File: src/rtl/fifo_pkt_pkg.sv
// Shared types for the FIFO packet framer: FSM state encoding and counter widths.
// The CKSUM state exists only when FIFO_PKT_CHECKSUM_EN is defined.
package fifo_pkt_pkg;

    typedef enum logic [1:0] {
        ST_IDLE    = 2'd0,
        ST_HDR     = 2'd1,
`ifdef FIFO_PKT_CHECKSUM_EN
        ST_PAYLOAD = 2'd2,
        ST_CKSUM   = 2'd3
`else
        ST_PAYLOAD = 2'd2
`endif
    } state_e;

    localparam int PKT_COUNT_W = 16;

endpackage

File: src/rtl/pkt_idle_timer.sv
// Saturating idle timer: counts while enabled, holds at TIMEOUT-1, clears on clr_i.
// done_o is high while the count sits at TIMEOUT-1.
module pkt_idle_timer #(
    parameter int TIMEOUT = 32
) (
    input  logic clk,
    input  logic rst_n,
    input  logic clr_i,
    input  logic en_i,
    output logic done_o
);

    localparam int TW = (TIMEOUT > 1) ? $clog2(TIMEOUT) : 1;
    localparam logic [TW-1:0] LAST = TW'(TIMEOUT - 1);

    logic [TW-1:0] cnt_q;
    logic [TW-1:0] cnt_d;

    // Next count: clear has priority, otherwise count up and saturate.
    always_comb begin
        cnt_d = cnt_q;
        if (clr_i) begin
            cnt_d = '0;
        end else if (en_i && (cnt_q != LAST)) begin
            cnt_d = cnt_q + TW'(1);
        end else begin
            cnt_d = cnt_q;
        end
    end

    // Count register.
    always_ff @(posedge clk or negedge rst_n) begin
        if (!rst_n) begin
            cnt_q <= '0;
        end else begin
            cnt_q <= cnt_d;
        end
    end

    assign done_o = (cnt_q == LAST);

endmodule

File: src/rtl/fifo_pkt_framer.sv
// Frames words from a show-ahead FIFO into packets: length header, payload, optional XOR trailer.
// Define FIFO_PKT_CHECKSUM_EN to append the XOR checksum word carrying m_eop.
module fifo_pkt_framer
    import fifo_pkt_pkg::*;
#(
    parameter int WIDTH      = 8,
    parameter int ADDR_WIDTH = 6,
    parameter int MAX_PKT    = 16,
    parameter int TIMEOUT    = 32
) (
    input  logic                    clk,
    input  logic                    rst_n,
    input  logic                    fifo_empty,
    input  logic [ADDR_WIDTH:0]     fifo_count,
    input  logic [WIDTH-1:0]        fifo_data,
    output logic                    fifo_rd_en,
    output logic                    m_valid,
    input  logic                    m_ready,
    output logic [WIDTH-1:0]        m_data,
    output logic                    m_sop,
    output logic                    m_eop,
    output logic                    busy,
    output logic [PKT_COUNT_W-1:0]  pkt_count
);

    localparam int CW = ADDR_WIDTH + 1;
    localparam logic [CW-1:0] MAX_C = CW'(MAX_PKT);

    state_e                  state_q, state_d;
    logic [CW-1:0]           len_q, len_d;
    logic [CW-1:0]           rem_q, rem_d;
    logic [PKT_COUNT_W-1:0]  pkt_count_q, pkt_count_d;
    logic                    timer_done_s;
    logic                    start_s;
    logic                    below_max_s;

    assign below_max_s = (fifo_count < MAX_C);
    assign start_s     = (state_q == ST_IDLE) &&
                         (!below_max_s || (!fifo_empty && timer_done_s));

    pkt_idle_timer #(
        .TIMEOUT (TIMEOUT)
    ) u_idle_timer (
        .clk    (clk),
        .rst_n  (rst_n),
        .clr_i  ((state_q != ST_IDLE) || fifo_empty || start_s),
        .en_i   ((state_q == ST_IDLE) && !fifo_empty && below_max_s),
        .done_o (timer_done_s)
    );

`ifdef FIFO_PKT_CHECKSUM_EN
    logic [WIDTH-1:0] cksum_q, cksum_d;

    // Running XOR of popped payload words, restarted while the header is shown.
    always_comb begin
        cksum_d = cksum_q;
        if (state_q == ST_HDR) begin
            cksum_d = '0;
        end else if (fifo_rd_en) begin
            cksum_d = cksum_q ^ fifo_data;
        end else begin
            cksum_d = cksum_q;
        end
    end

    // Checksum register.
    always_ff @(posedge clk or negedge rst_n) begin
        if (!rst_n) begin
            cksum_q <= '0;
        end else begin
            cksum_q <= cksum_d;
        end
    end
`endif

    // FSM next state and the combinational stream outputs.
    always_comb begin
        state_d    = state_q;
        len_d      = len_q;
        rem_d      = rem_q;
        m_valid    = 1'b0;
        m_sop      = 1'b0;
        m_eop      = 1'b0;
        m_data     = '0;
        fifo_rd_en = 1'b0;
        busy       = 1'b1;
        case (state_q)
            ST_IDLE: begin
                busy = 1'b0;
                if (start_s) begin
                    state_d = ST_HDR;
                    len_d   = below_max_s ? fifo_count : MAX_C;
                    rem_d   = below_max_s ? fifo_count : MAX_C;
                end else begin
                    state_d = ST_IDLE;
                end
            end
            ST_HDR: begin
                m_valid = 1'b1;
                m_sop   = 1'b1;
                m_data  = WIDTH'(len_q);
                if (m_ready) begin
                    state_d = ST_PAYLOAD;
                end else begin
                    state_d = ST_HDR;
                end
            end
            ST_PAYLOAD: begin
                m_valid    = !fifo_empty;
                m_data     = fifo_data;
`ifdef FIFO_PKT_CHECKSUM_EN
                m_eop      = 1'b0;
`else
                m_eop      = (rem_q == CW'(1));
`endif
                // Pop only when a word is actually handed downstream.
                fifo_rd_en = !fifo_empty && m_ready;
                if (fifo_rd_en) begin
                    rem_d = rem_q - CW'(1);
                    if (rem_q == CW'(1)) begin
`ifdef FIFO_PKT_CHECKSUM_EN
                        state_d = ST_CKSUM;
`else
                        state_d = ST_IDLE;
`endif
                    end else begin
                        state_d = ST_PAYLOAD;
                    end
                end else begin
                    state_d = ST_PAYLOAD;
                end
            end
`ifdef FIFO_PKT_CHECKSUM_EN
            ST_CKSUM: begin
                m_valid = 1'b1;
                m_eop   = 1'b1;
                m_data  = cksum_q;
                if (m_ready) begin
                    state_d = ST_IDLE;
                end else begin
                    state_d = ST_CKSUM;
                end
            end
`endif
            default: begin
                state_d = ST_IDLE;
                busy    = 1'b0;
            end
        endcase
    end

    // Completed-packet counter advances on the eop handshake.
    always_comb begin
        pkt_count_d = pkt_count_q;
        if (m_valid && m_ready && m_eop) begin
            pkt_count_d = pkt_count_q + 16'd1;
        end else begin
            pkt_count_d = pkt_count_q;
        end
    end

    // State and counter registers.
    always_ff @(posedge clk or negedge rst_n) begin
        if (!rst_n) begin
            state_q     <= ST_IDLE;
            len_q       <= '0;
            rem_q       <= '0;
            pkt_count_q <= '0;
        end else begin
            state_q     <= state_d;
            len_q       <= len_d;
            rem_q       <= rem_d;
            pkt_count_q <= pkt_count_d;
        end
    end

    assign pkt_count = pkt_count_q;

endmodule

File: config.mk
export PLATFORM = sky130hd
export DESIGN_NAME = fifo_pkt_framer
export DESIGN_NICKNAME = d
export VERILOG_FILES = /design/src/rtl/fifo_pkt_pkg.sv /design/src/rtl/pkt_idle_timer.sv /design/src/rtl/fifo_pkt_framer.sv
export SDC_FILE = /design/constraint.sdc
export NUM_CORES = 1
export LEC_CHECK = 0
export ABC_AREA = 1
export BUFFER_PORTS_ARGS = -buffer_cell sky130_fd_sc_hd__buf_2
export CAP_MARGIN = 10
export CORE_UTILIZATION = 59
export DETAILED_ROUTE_END_ITERATION = 16
export PLACE_DENSITY_LB_ADDON = 0.15
export REMOVE_ABC_BUFFERS = 1
export SLEW_MARGIN = 20
export SYNTH_ARGS = -nofsm -noshare
export SYNTH_HDL_FRONTEND = slang
export SYNTH_SLANG_ARGS = --single-unit
File: constraint.sdc
create_clock -name clk -period 3.7 [get_ports clk]
set_clock_uncertainty 0.15 [all_clocks]
set_input_delay 0.37 -clock clk [delete_from_list [all_inputs] [get_ports clk]]
set_output_delay 0.37 -clock clk [all_outputs]
set_load 0.05 [all_outputs]
==> flow_metrics.py, run 1 <==
metrics = {
    "cts": {
        "holdBufCountCts": 0,
        "cts_tree": "done",
        "clock_sinks": 37,
        "cts.repair.resized": 0,
        "cts-root-buf": "clkbuf_8",
        "clock_path_buffers": 2,
        "insertion_delay_ps": 290,
        "htree_levels": 2,
        "post_cts_buffers": 0,
        "cts_buffers": 5,
        "cts.reportedPaths.clkPinSlew_ps": 70,
    },
    "sta": {
        "rsz0062_at_grt": "no",
        "maxSlewViolCount": 0,
        "finalCriticalPeriod_ps": 2430,
        "final-hold-violation-count": 0,
        "setup_tns_ps": 0,
        "setup_ws_ps": 1270,
        "max_freq_mhz": 411,
        "tightest_slew_ps": 794,
        "max-slew-margin-rel_pct": 47.1,
        "setup_viol": 0,
        "timing.final.crit_share_pct": 65.7,
    },
    "worst_setup_path": {
        "cp_max_fo": 10,
        "start_kind": "flop",
        "cp_data_arrival_time_ps": 1910,
        "worstSetupPathType": "flop to output port",
        "worstPathRequired_ps": 3180,
        "cp-end-kind": "output port",
    },
    "power_and_ir_drop": {
        "power.leakage_nw": 1.41,
        "seq_power_share_pct": 34.6,
        "vdd_drop_max_v": 0.000356,
        "switchingPower_uw": 708,
        "switching_share_pct": 47.0,
        "intPower_uw": 797,
        "cellPowerDensity_nw_per_um2": 575,
        "clkPwrFrac_pct": 18.0,
        "comb_power_share_pct": 47.3,
    },
    "yosys": {
        "synth_area_leaders": "dfrtp_1 40%, nand2_1 19%, inv_1 6.4%, nor2_1 5.7%, o21ai_0 5.7%",
        "yosys-top-cells-count": "118 x nand2_1, 39 x inv_1, 37 x dfrtp_1, 35 x nor2_1, 26 x o21ai_0",
        "ys.flop_type": "dfrtp_1",
        "ys_seq_area_share_pct": 40.5,
        "synthCells": 324,
        "yosysTopAreaCell": "dfrtp_1",
        "synthArstFlopShare_pct": 100,
        "syn_area_sq_um": 2290,
        "yosys.cell_types.count": 26,
        "synth_seq_cells": 37,
        "synth_most_common_cell": "nand2_1",
        "avgSynthCellArea_sq_um": 7.06,
        "ys.warnings.count": 0,
        "synth-edff-count": 0,
        "yosysTopAreaCellShare_pct": 40.5,
    },
    "placement": {
        "dp_cells": 414,
        "place_congestion": 0.881,
        "dp_hpwl_microns": 3640,
        "io_buffers": 47,
        "place_ws_ps": 1500,
    },
    "floorplanning": {
        "core-area_sq_um": 3690,
        "die_h_microns": 64.3,
        "rows": 22,
        "start_util_pct": 62.0,
        "io_pins": 48,
        "dieArea_sq_um": 4130,
        "dieWidth_microns": 64.3,
    },
    "global_routing": {
        "grt_pass1_wl_microns": 8490,
        "grt_max_degree": 38,
        "grt_pass1_vias": 1996,
        "antenna_found_initial": 0,
        "track_usage_pct": 26.4,
        "gr-total-overflow": 0,
    },
    "final_layout": {
        "area_growth_pct": 14.3,
        "n_antenna_cell": 0,
        "drive_above_1_share_pct": 17.9,
        "instances_no_fill": 422,
        "final_nets": 401,
    },
    "route": {
        "wl_met3_microns": 224,
        "drt_iter0_markers": 120,
        "vias": 2169,
        "top_layer": "met4",
        "wl_microns": 4850,
        "ant_nets": 0,
        "via_per_inst": 5.14,
        "drt-wirelength-per-cell_microns": 11.5,
        "dr.pass1.iters": 4,
        "wl_met2_microns": 2420,
        "met1_length_microns": 2170,
        "route.detailed.drc": 0,
    },
    "min_path": {
        "min_path_type": "primary input to async pin",
    },
    "run_status": {
        "status": "completed",
    },
    "job": {
        "cap_violations": 0,
    },
}
## area by class of cell
type                    instances  area (sq um)
flip-flops and latches         37           926
well taps                      48          60.1
fillers                       339          1070
inverters                      44           168
clock inverters                 2          10.0
multi-input cells             238          1140
clock buffers                   6          72.6
repair buffers                 47           235
## per-stage QoR
stage          hold slack [ps]  total power [mW]  utilization [%]  instance area, sq um
3_5_place_dp               305              1.24             68.7                  2530
2_1_floorplan            -75.6              1.08                -                  2240
4_1_cts                   35.0              1.51             70.9                  2620
5_1_grt                   85.3              1.62             70.9                  2620
3_3_place_gp               297              1.23             68.7                  2530
6_report                  6.66              1.50             70.9                  2620
## layout by cell type (no fill, tap or decap)
master    instances
a21oi_1           3
buf_2            47
nand4_1           8
inv_1            39
a32o_1            1
nor3b_1           1
ha_1              9
nor3_4            1
nand2_4           1
o21a_1            1
inv_2             3
nand2_2           6
o21ai_0          26
clkinv_2          2
nor3_1            1
clkbuf_1          1
clkinv_1          1
clkbuf_8          5
xor2_1            2
inv_4             1
dfrtp_1          37
nand3_1          18
xnor2_1           6
nand2_1         118
nor2_1           35
nor2_2            1
## sequential cells by signal (all words and copies together) (netlist names)
signal	count
u_idle_timer.cnt_q	5
state_q	2
rem_q	7
pkt_count	16
len_q	7
## kinds of logic after synthesis
group / share of synthesized area (%)
flops: 40.5
fa+ha+maj: 4.92
buf+inv: 9.52
simple gates: 34.9
compound gates: 7.11
xor+xnor: 3.06
## worst max-delay path: stages, from the launching register on
cell and delay, ps:
dfrtp_1 400, inv_1 90, ha_1 410, inv_2 170, nor3_4 250, buf_2 300
## worst paths after layout
path                                  startpoint                    end  slack (ps)  cells past startpoint
max reg2reg                           state_q[0]           pkt_count[4]        1430                      8
min reg2reg                u_idle_timer.cnt_q[0]  u_idle_timer.cnt_q[0]         310                      1
max                                   state_q[0]                  m_eop        1270                      5
min                                        rst_n               rem_q[6]           7                      1
max in group asynchronous                  rst_n  u_idle_timer.cnt_q[4]        2880                      1
min in group clk                         m_ready             state_q[1]         230                      3
## power groups by stage
stage,clock network (mW),logic (mW),registers [mW]
3_3_place_gp,0,0.705,0.525
6_report,0.271,0.712,0.521
4_1_cts,0.278,0.713,0.521
3_5_place_dp,0,0.710,0.529
5_1_grt,0.294,0.796,0.530
2_1_floorplan,0,0.556,0.528
## metal layers
| metal | GRT usage (%) | vias to the layer above |
|---|---|---|
| met1 | 33.4 | 997 |
| met2 | 44.9 | 61 |
| met4 | 7.78 | 0 |
| met3 | 5.71 | 6 |
| li1 | - | 1105 |
| met5 | 0 | - |
(Power assumes the default switching activity.)
==> run 2, diff against run 1 <==
--- a/config.mk
+++ b/config.mk
@@ -5,10 +5,10 @@
 export SDC_FILE = /design/constraint.sdc
 export NUM_CORES = 1
 export LEC_CHECK = 0
-export ABC_AREA = 1
+export ABC_AREA = 0
 export BUFFER_PORTS_ARGS = -buffer_cell sky130_fd_sc_hd__buf_2
 export CAP_MARGIN = 10
-export CORE_UTILIZATION = 59
+export CORE_UTILIZATION = 53
 export DETAILED_ROUTE_END_ITERATION = 16
 export PLACE_DENSITY_LB_ADDON = 0.15
 export REMOVE_ABC_BUFFERS = 1
==> constraint.sdc (replaced) <==
create_clock -name clk -period 2.53 [get_ports clk]
set_clock_uncertainty 0.15 [all_clocks]
set_input_delay 0.253 -clock clk [delete_from_list [all_inputs] [get_ports clk]]
set_output_delay 0.253 -clock clk [all_outputs]
set_load 0.05 [all_outputs]
==> run 2 against run 1 <==
  * Worst setup slack got worse by 1100 ps
  * Synthesized cell count decreased by 36%
  * Combinational power rose by 49%
  * Non-clock buffer count up 10
  * Wire length fell by 14%
  * Design area decreased by 5.5%
  * Clock power increased by 52%
  * First-iteration DRC count grew 4.2%
  * Cell count decreased by 27%
  * Sequential power up 47%
  * Via count is 23% lower
  * Largest power group unchanged
==> flow_metrics.py, run 2 <==
metrics = {
    "run_status": {
        "status": "completed",
    },
    "global_routing": {
        "grt_pass1_wl_microns": 6940,
        "track_usage_pct": 22.1,
        "gr-total-overflow": 0,
        "grt_pass1_vias": 1513,
        "grt_max_degree": 38,
        "antenna_found_initial": 0,
    },
    "yosys": {
        "synthArstFlopShare_pct": 100,
        "yosys-top-cells-count": "37 x dfrtp_1, 18 x nand2_1, 12 x xor2_1, 10 x nor2_1, 10 x nor3_1",
        "ys.flop_type": "dfrtp_1",
        "yosys.cell_types.count": 49,
        "synth_area_leaders": "dfrtp_1 45%, ha_1 5.4%, xor2_1 5.1%, nand2_1 3.3%, nor2b_1 2.7%",
        "yosysTopAreaCell": "dfrtp_1",
        "synth_seq_cells": 37,
        "synthCells": 208,
        "synth_most_common_cell": "dfrtp_1",
        "ys.warnings.count": 0,
        "yosysTopAreaCellShare_pct": 44.7,
        "syn_area_sq_um": 2070,
        "avgSynthCellArea_sq_um": 9.95,
        "synth-edff-count": 0,
        "ys_seq_area_share_pct": 44.7,
    },
    "sta": {
        "tightest_slew_ps": 829,
        "final-hold-violation-count": 0,
        "maxSlewViolCount": 0,
        "setup_ws_ps": 170,
        "rsz0062_at_grt": "no",
        "setup_tns_ps": 0,
        "max-slew-margin-rel_pct": 44.7,
        "max_freq_mhz": 424,
        "finalCriticalPeriod_ps": 2360,
        "setup_viol": 0,
        "timing.final.crit_share_pct": 93.3,
    },
    "worst_setup_path": {
        "worstSetupPathType": "flop to output port",
        "critical_path.top_delay_family": "buffers and inverters",
        "cp_data_arrival_time_ps": 1960,
        "crit_chain": "inv_1 > ha_1 > buf_4 > inv_1 > buf_4 > nor2_1 > and2_1 > buf_2",
        "worstPathRequired_ps": 2130,
        "reg2reg_depth": 8,
        "cpPeakStageDelay_ps": 400,
        "r2r_slack_ps": 370,
        "path_buf_inv": 5,
        "r2r_end": "rem_q[6]",
        "r2r_start": "u_idle_timer.cnt_q[0]",
        "start_kind": "flop",
        "cp_max_fo": 10,
        "critPathSlowestCell": "dfrtp_1",
        "cp-end-kind": "output port",
    },
    "floorplanning": {
        "dieArea_sq_um": 4160,
        "start_util_pct": 55.7,
        "core-area_sq_um": 3720,
        "io_pins": 48,
        "dieWidth_microns": 64.5,
        "die_h_microns": 64.5,
        "rows": 22,
    },
    "placement": {
        "dp_hpwl_microns": 3020,
        "place_ws_ps": 385,
        "io_buffers": 47,
        "place_congestion": 0.807,
        "dpl-instance-area_sq_um": 2370,
    },
    "cts": {
        "htree_levels": 2,
        "clock_path_buffers": 2,
        "cts.repair.resized": 0,
        "insertion_delay_ps": 290,
        "clock_sinks": 37,
        "cts_tree": "done",
        "cts.reportedPaths.clkPinSlew_ps": 70,
        "cts-root-buf": "clkbuf_8",
        "cts_buffers": 5,
    },
    "min_path": {
        "whs_endpoint": "len_q[0]",
        "hold_path_depth": 3,
        "hp-start": "fifo_count[0]",
        "min_path_type": "primary input to flop",
    },
    "final_layout": {
        "final_nets": 289,
        "final_cell_area_sq_um": 2470,
        "drive_above_1_share_pct": 27.2,
        "n_antenna_cell": 0,
        "final_util_pct": 66.5,
        "largest_reg_flops": 16,
        "final_common_cell": "buf_2",
        "area_growth_pct": 19.4,
        "final_cell_mix": "47 x buf_2, 37 x dfrtp_1, 18 x nand2_1",
    },
    "route": {
        "vias": 1679,
        "drt_iter0_markers": 125,
        "via_per_inst": 5.43,
        "drt-wirelength-per-cell_microns": 13.5,
        "wl_microns": 4170,
        "ant_nets": 0,
        "route.detailed.drc": 0,
        "dr.pass1.iters": 4,
    },
    "power_and_ir_drop": {
        "cellPowerDensity_nw_per_um2": 904,
        "power.total_mw": 2.23,
        "vdd_drop_max_v": 0.000502,
        "power.leakage_nw": 1.24,
    },
    "job": {
        "cap_violations": 0,
    },
}
[run 2: cell count changes in the layout (fill, tap and decap cells not counted), sizes merged, moves of 7 or more]
| cell | change |
|---|---|
| nor4 | +7 |
| nand2 | -107 |
| nor2b | +9 |
| xor2 | +10 |
| inv | -37 |
| nor3 | +8 |
| nor2 | -26 |
| o21ai | -18 |
| buf | +9 |
| nand3 | -11 |
| a22oi | +7 |
[run 2: metrics by stage]
step           std cells  hold slack, ps
2_1_floorplan        197            -193
3_3_place_gp         301             246
3_5_place_dp         301             247
4_1_cts              309            73.1
5_1_grt              309             104
6_report             309            80.4
[run 2: worst max path at each step]
stage | depth (start not counted) | from | slack, ps | endpoint
final | 8 | state_q[0] | 170 | fifo_rd_en
after global routing | 8 | state_q[0] | 60 | fifo_rd_en
after CTS | 8 | state_q[0] | 160 | fifo_rd_en
after detailed placement | 8 | u_idle_timer.cnt_q[0] | 380 | rem_q[6]
after global placement | 5 | fifo_count[4] | 440 | rem_q[1]
after floorplan | 6 | state_q[0] | -120 | pkt_count[11]
[run 2: worst register-to-register path: stages, from the launching register on]
cell and delay [ps]:
dfrtp_1 370, ha_1 190, and3_1 170, ha_1 140
nand2b_1 140, o21ai_1 70, buf_4 180, or4_1 500
a21boi_0 170
[run 2: what timing repair did]
| action | CTS | global route |
|---|---|---|
| hold endpoints to repair | 37 | 0 |
| hold buffers | 1 | 0 |
| endpoints found under the setup margin | 0 | 0 |
| buffers inserted | 0 | 0 |
[run 2: cells by family (layout without fill, tap and decap cells)]
group                      Yosys count  in the layout  share of synthesized area (%)
and+or+nand+nor                     88             88                           24.5
AOI/OAI and AO/OA                   37             37                           12.2
DFF                                 37             37                           44.7
xor gates and xnor gates            17             17                           7.56
buffers and inverters               17             70                           3.87
adders and majority gates            9              9                           5.44
muxes                                3              3                           1.63
[run 2: routing by layer]
metal | wire [microns] | track usage (%) | vias to the layer above
li1 | - | - | 847
met1 | 2010 | 31.7 | 781
met2 | 1860 | 31.6 | 46
met3 | 238 | 5.46 | 5
met4 | 58 | 9.72 | 0
met5 | 0 | 0 | -
[run 2: area by class of cell]
class	count	area [sq um]
Timing Repair Buffer	57	313
Multi-Input combinational cell	154	1060
Inverter	6	22.5
Clock buffer	7	86.3
Tap cell	48	60.1
Fill cell	300	1240
Sequential cell	37	926
[run 2: power by group]
group	switching (mW)	internal, mW
sequential	0.0813	0.682
clock	0.197	0.216
combinational	0.666	0.391
total	0.944	1.29
